[src/rtl/sync_fifo.sv]
// sync_fifo: single-clock first-word-fall-through FIFO.
// The head word is always visible on rd_data. rd_en acknowledges (pops) it.
// All status outputs are decoded from registered state only.
module sync_fifo #(
    parameter int WIDTH = 32,
    parameter int DEPTH = 8
) (
    input  logic             clk,
    input  logic             rst,
    input  logic             wr_en,
    input  logic [WIDTH-1:0] wr_data,
    input  logic             rd_en,
    output logic [WIDTH-1:0] rd_data,
    output logic             empty,
    output logic             full,
    output logic             almost_full,
    output logic [$clog2(DEPTH):0] count,
    output logic             overflow,
    output logic             underflow
);

    localparam int AW = $clog2(DEPTH);
    localparam logic [AW:0] FULL_CNT   = (AW+1)'(DEPTH);
    localparam logic [AW:0] ALMOST_CNT = (AW+1)'(DEPTH - 1);

    logic [WIDTH-1:0] mem [DEPTH];
    logic [AW-1:0]    wp;
    logic [AW-1:0]    rp;
    logic [AW:0]      cnt;
    logic             push_ok;
    logic             pop_ok;

    // Status decode from the registered occupancy.
    assign empty       = (cnt == '0);
    assign full        = (cnt == FULL_CNT);
    assign almost_full = (cnt >= ALMOST_CNT);
    assign count       = cnt;

    // A push into a full FIFO is allowed only when the head leaves in the same cycle.
    assign push_ok = wr_en & (~full | rd_en);
    assign pop_ok  = rd_en & ~empty;

    // Head of queue is visible without a read strobe; zero when nothing is stored.
    assign rd_data = empty ? '0 : mem[rp];

    // Storage array: written on accepted pushes, never reset.
    always_ff @(posedge clk) begin
        if (push_ok && !rst) begin
            mem[wp] <= wr_data;
        end
    end

    // Pointers and occupancy; pointers wrap naturally since DEPTH is a power of two.
    always_ff @(posedge clk) begin
        if (rst) begin
            wp  <= '0;
            rp  <= '0;
            cnt <= '0;
        end else begin
            if (push_ok) begin
                wp <= wp + 1'b1;
            end
            if (pop_ok) begin
                rp <= rp + 1'b1;
            end
            case ({push_ok, pop_ok})
                2'b10:   cnt <= cnt + 1'b1;
                2'b01:   cnt <= cnt - 1'b1;
                default: cnt <= cnt;
            endcase
        end
    end

    // Sticky debug flags: cleared only by reset.
    always_ff @(posedge clk) begin
        if (rst) begin
            overflow  <= 1'b0;
            underflow <= 1'b0;
        end else begin
            if (wr_en && full && !rd_en) begin
                overflow <= 1'b1;
            end
            if (rd_en && empty) begin
                underflow <= 1'b1;
            end
        end
    end

endmodule

[config.mk]
export PLATFORM = sky130hd
export DESIGN_NAME = sync_fifo
export DESIGN_NICKNAME = d
export VERILOG_FILES = /design/src/rtl/sync_fifo.sv
export SDC_FILE = /design/constraint.sdc
export NUM_CORES = 1
export LEC_CHECK = 0
export ABC_AREA = 1
export CAP_MARGIN = 15
export CORE_MARGIN = 4
export CORE_UTILIZATION = 40
export DETAILED_ROUTE_END_ITERATION = 8
export GPL_TIMING_DRIVEN = 0
export PLACE_DENSITY_LB_ADDON = 0.12
export SLEW_MARGIN = 20
export SYNTH_ARGS = -nofsm -noshare
export SYNTH_HDL_FRONTEND = slang
export SYNTH_SLANG_ARGS = --single-unit
[constraint.sdc]
create_clock -name clk -period 11.05 [get_ports clk]
set_input_delay 1.6575 -clock clk [delete_from_list [all_inputs] [get_ports clk]]
set_output_delay 1.6575 -clock clk [all_outputs]
set_load 0.005 [all_outputs]
==> results.toml <==
[pwr]
ir_worst_vdd_mv = 0.1015
p_per_area_mw_per_mm2 = 230.5
total_power_mw = 3.059
p_leak_nw = 4.573

[yosys]
syn-cell-area_sq_mm = 0.01084
synth_cell_types = 30
async_reset_ff_share_pct = 0
ys_ff_latch = 271
synth_flop_cell = "edfxtp_1"
synth_edf_count = 256
avgSynthCellArea_sq_um = 12.56
yosys_warnings = 0
synthCells = 863
syn-num-nets = 904
ys_seq_area_share_pct = 73.69

[sta]
whs_ns = 0.4580
finalHoldViolations = 0
rsz0062_at_grt = "no"
finalClockSkew_ns = 0.01026
post-route-period-util_pct = 40.83
max_freq_mhz = 221.7
setup_viol = 0
maxSlewViolCount = 0
worst_slew_pin_slew_ns = 0.7283
slew_headroom_pct = 51.33
period_needed_ns = 4.512
tns_ns = 0

[clock_network]
post_cts_buffers = 0
cts_root_buf = "clkbuf_16"
clkLatencyLatePin_ns = 0.53
cts_num_sinks = 271
holdBufCountCts = 0
ctsResizeCount = 0
cts_made_buffers = 29
cts_tree = "done"
cts.htree.levels = 1
cts.path.max_buffers = 3
path_clk_slew_ns = 0.06

[min_path]
hp-class = "flip-flop to flip-flop"
hold_depth = 2
hold_start = "overflow"
whs_endpoint = "overflow"

[finish]
drive_gt1_share_pct = 11.65
synthToLayoutAreaGrowth_pct = 22.42
final_cell_area_sq_mm = 0.01327
final_cell_mix = "edfxtp_1 (256), nor2_1 (220), o21ai_0 (125), clkdlybuf4s50_1 (76), nand2_1 (50)"
nFillCells = 2305
final_common_cell = "edfxtp_1"
fin_nets = 1033
antenna_cells = 0

[worst_setup_path]
slowest_stage = "clkdlybuf4s50_1"
cp.required_ns = 9.39
arrival_ns = 2.85
r2r_cells = 9
worst-path-buf-inv = 3
crit_path_start_kind = "flip-flop"
critical_path_class = "flip-flop to output port"
max_stage_delay_ns = 0.55
crit_path_max_fanout = 10
path_delay_family = "buffers and inverters"
cp-end-kind = "output port"
rrSetupSlack_ns = 8.54
path_cells = "inv_1 > clkbuf_1 > o21ai_0 > o22ai_1 > nor2_1 > nor2_1 > clkdlybuf4s50_1"
r2r-start = "count[2]"
rr_endpoint = "mem[6][19]"
cp_common_cell = "nor2_1"

[routing]
wl_mm = 27.82
drc = 0
drt-pass1-iter-count = 4
routed_via_density = 5.255
wl_per_cell_microns = 20.64
drtIter0Drc = 476
postRouteAntennaNets = 0
vias = 7084

[floorplanning]
fp.dieH_microns = 172.6
die-area_sq_mm = 0.02980
initial_utilization_pct = 41.13
ios = 77
die_w_microns = 172.6
rows = 59
core_sq_mm = 0.02635

[grt]
overflow = 0
grt_max_degree = 21
grt_pass1_wl_mm = 42.18
grt_usage_pct = 18.25
antenna_found_initial = 0
grt_pass1_vias = 6908

[flow_run]
maxCapViolCount = 0

[placed_design]
gp_congestion = 0.7493
dpl-instance-area_sq_mm = 0.01235
portBuffers = 76
dp_hpwl_mm = 17.61

[outcome]
run_status = "complete, no violations"
-- layout make-up --
cell class	instances	area, sq um	share of cell area, %
repair buffers	98	1045	7.874
plain buffers	51	320.3	2.414
flip-flops and latches	271	7988	60.20
clock inverters	20	148.9	1.122
multi-input cells	519	2499	18.83
inverters	22	82.58	0.6223
well taps	335	419.2	3.159
clock buffers	32	767.0	5.780
-- kinds of logic (layout without fill, tap and decap cells) --
| group | after synthesis | in the layout | synth area share [%] |
|---|---|---|---|
| compound gates | 214 | 214 | 11.04 |
| xor+xnor | 3 | 3 | 0.2425 |
| fa+ha+maj | 5 | 5 | 0.5772 |
| buf+inv | 73 | 223 | 3.717 |
| flops | 271 | 271 | 73.69 |
| simple gates | 297 | 297 | 10.74 |
-- layer usage --
metal / part of all wire, % / wire length (microns) / vias to the layer above / track usage (%)
met4: 1.6 / 443 / 0 / 3.826
met2: 47 / 12990 / 203 / 29.59
met1: 46 / 12810 / 3472 / 26.39
li1: - / - / 3378 / -
met3: 5.7 / 1574 / 31 / 2.882
met5: 0 / 0 / - / 0
-- sequential cells by signal, indices dropped and copies added, names as in the netlist, named ones only --
signal and cells:
overflow 1, underflow 1, wp 3, rp 3, mem 256, count 4
-- worst min-delay path, stage by stage (launching register included) --
cell and delay, ns:
dfxtp_1 0.31, inv_1 0.05, a21oi_1 0.05
-- where the power goes --
group,total (mW),switching (mW),leakage [nW],internal (mW)
clock,0.924,0.383,0.452,0.542
sequential,1.18,0.0222,2.44,1.16
combinational,0.952,0.562,1.69,0.390
-- cells in the mapped netlist, types with 4 or more instances --
master    number  area, sq um
o22ai_1       32        200.2
o21ai_0      125        625.6
buf_2         14        70.07
nor2_1       224        840.8
ha_1           5        62.56
nor3_1         4        20.02
o21ai_1       11        55.05
nor2_2        10        62.56
clkbuf_1      17        63.81
dfxtp_1       15        300.3
buf_6         11        123.9
buf_4          4        30.03
o211ai_1      32        240.2
nand2_1       50        187.7
a21oi_1       12        60.06
inv_1         20        75.07
edfxtp_1     256         7687
nand3_1        6        30.03
-- how the worst max path moves through the flow --
stage                    from     endpoint  slack (ns)  cells after the start
CTS                 flip-flop  rd_data[30]        6.52                      7
detailed placement      rd_en   mem[6][17]        6.80                     10
floorplan               rd_en    mem[4][0]        6.27                      6
global placement        rd_en   mem[6][17]        3.24                      7
finish              flip-flop  rd_data[30]        6.54                      7
global route        flip-flop  rd_data[27]        6.36                      7
-- stage by stage --
| stage | std cells | setup WS, ns | util [%] |
|---|---|---|---|
| 2_1_floorplan | 863 | 6.270 | - |
| 3_3_place_gp | 1274 | 3.243 | 45.61 |
| 3_5_place_dp | 1296 | 6.805 | 46.87 |
| 4_1_cts | 1348 | 6.520 | 50.35 |
| 5_1_grt | 1348 | 6.362 | 50.35 |
| 6_report | 1348 | 6.538 | 50.35 |
Power figures use the tool's default switching activity.
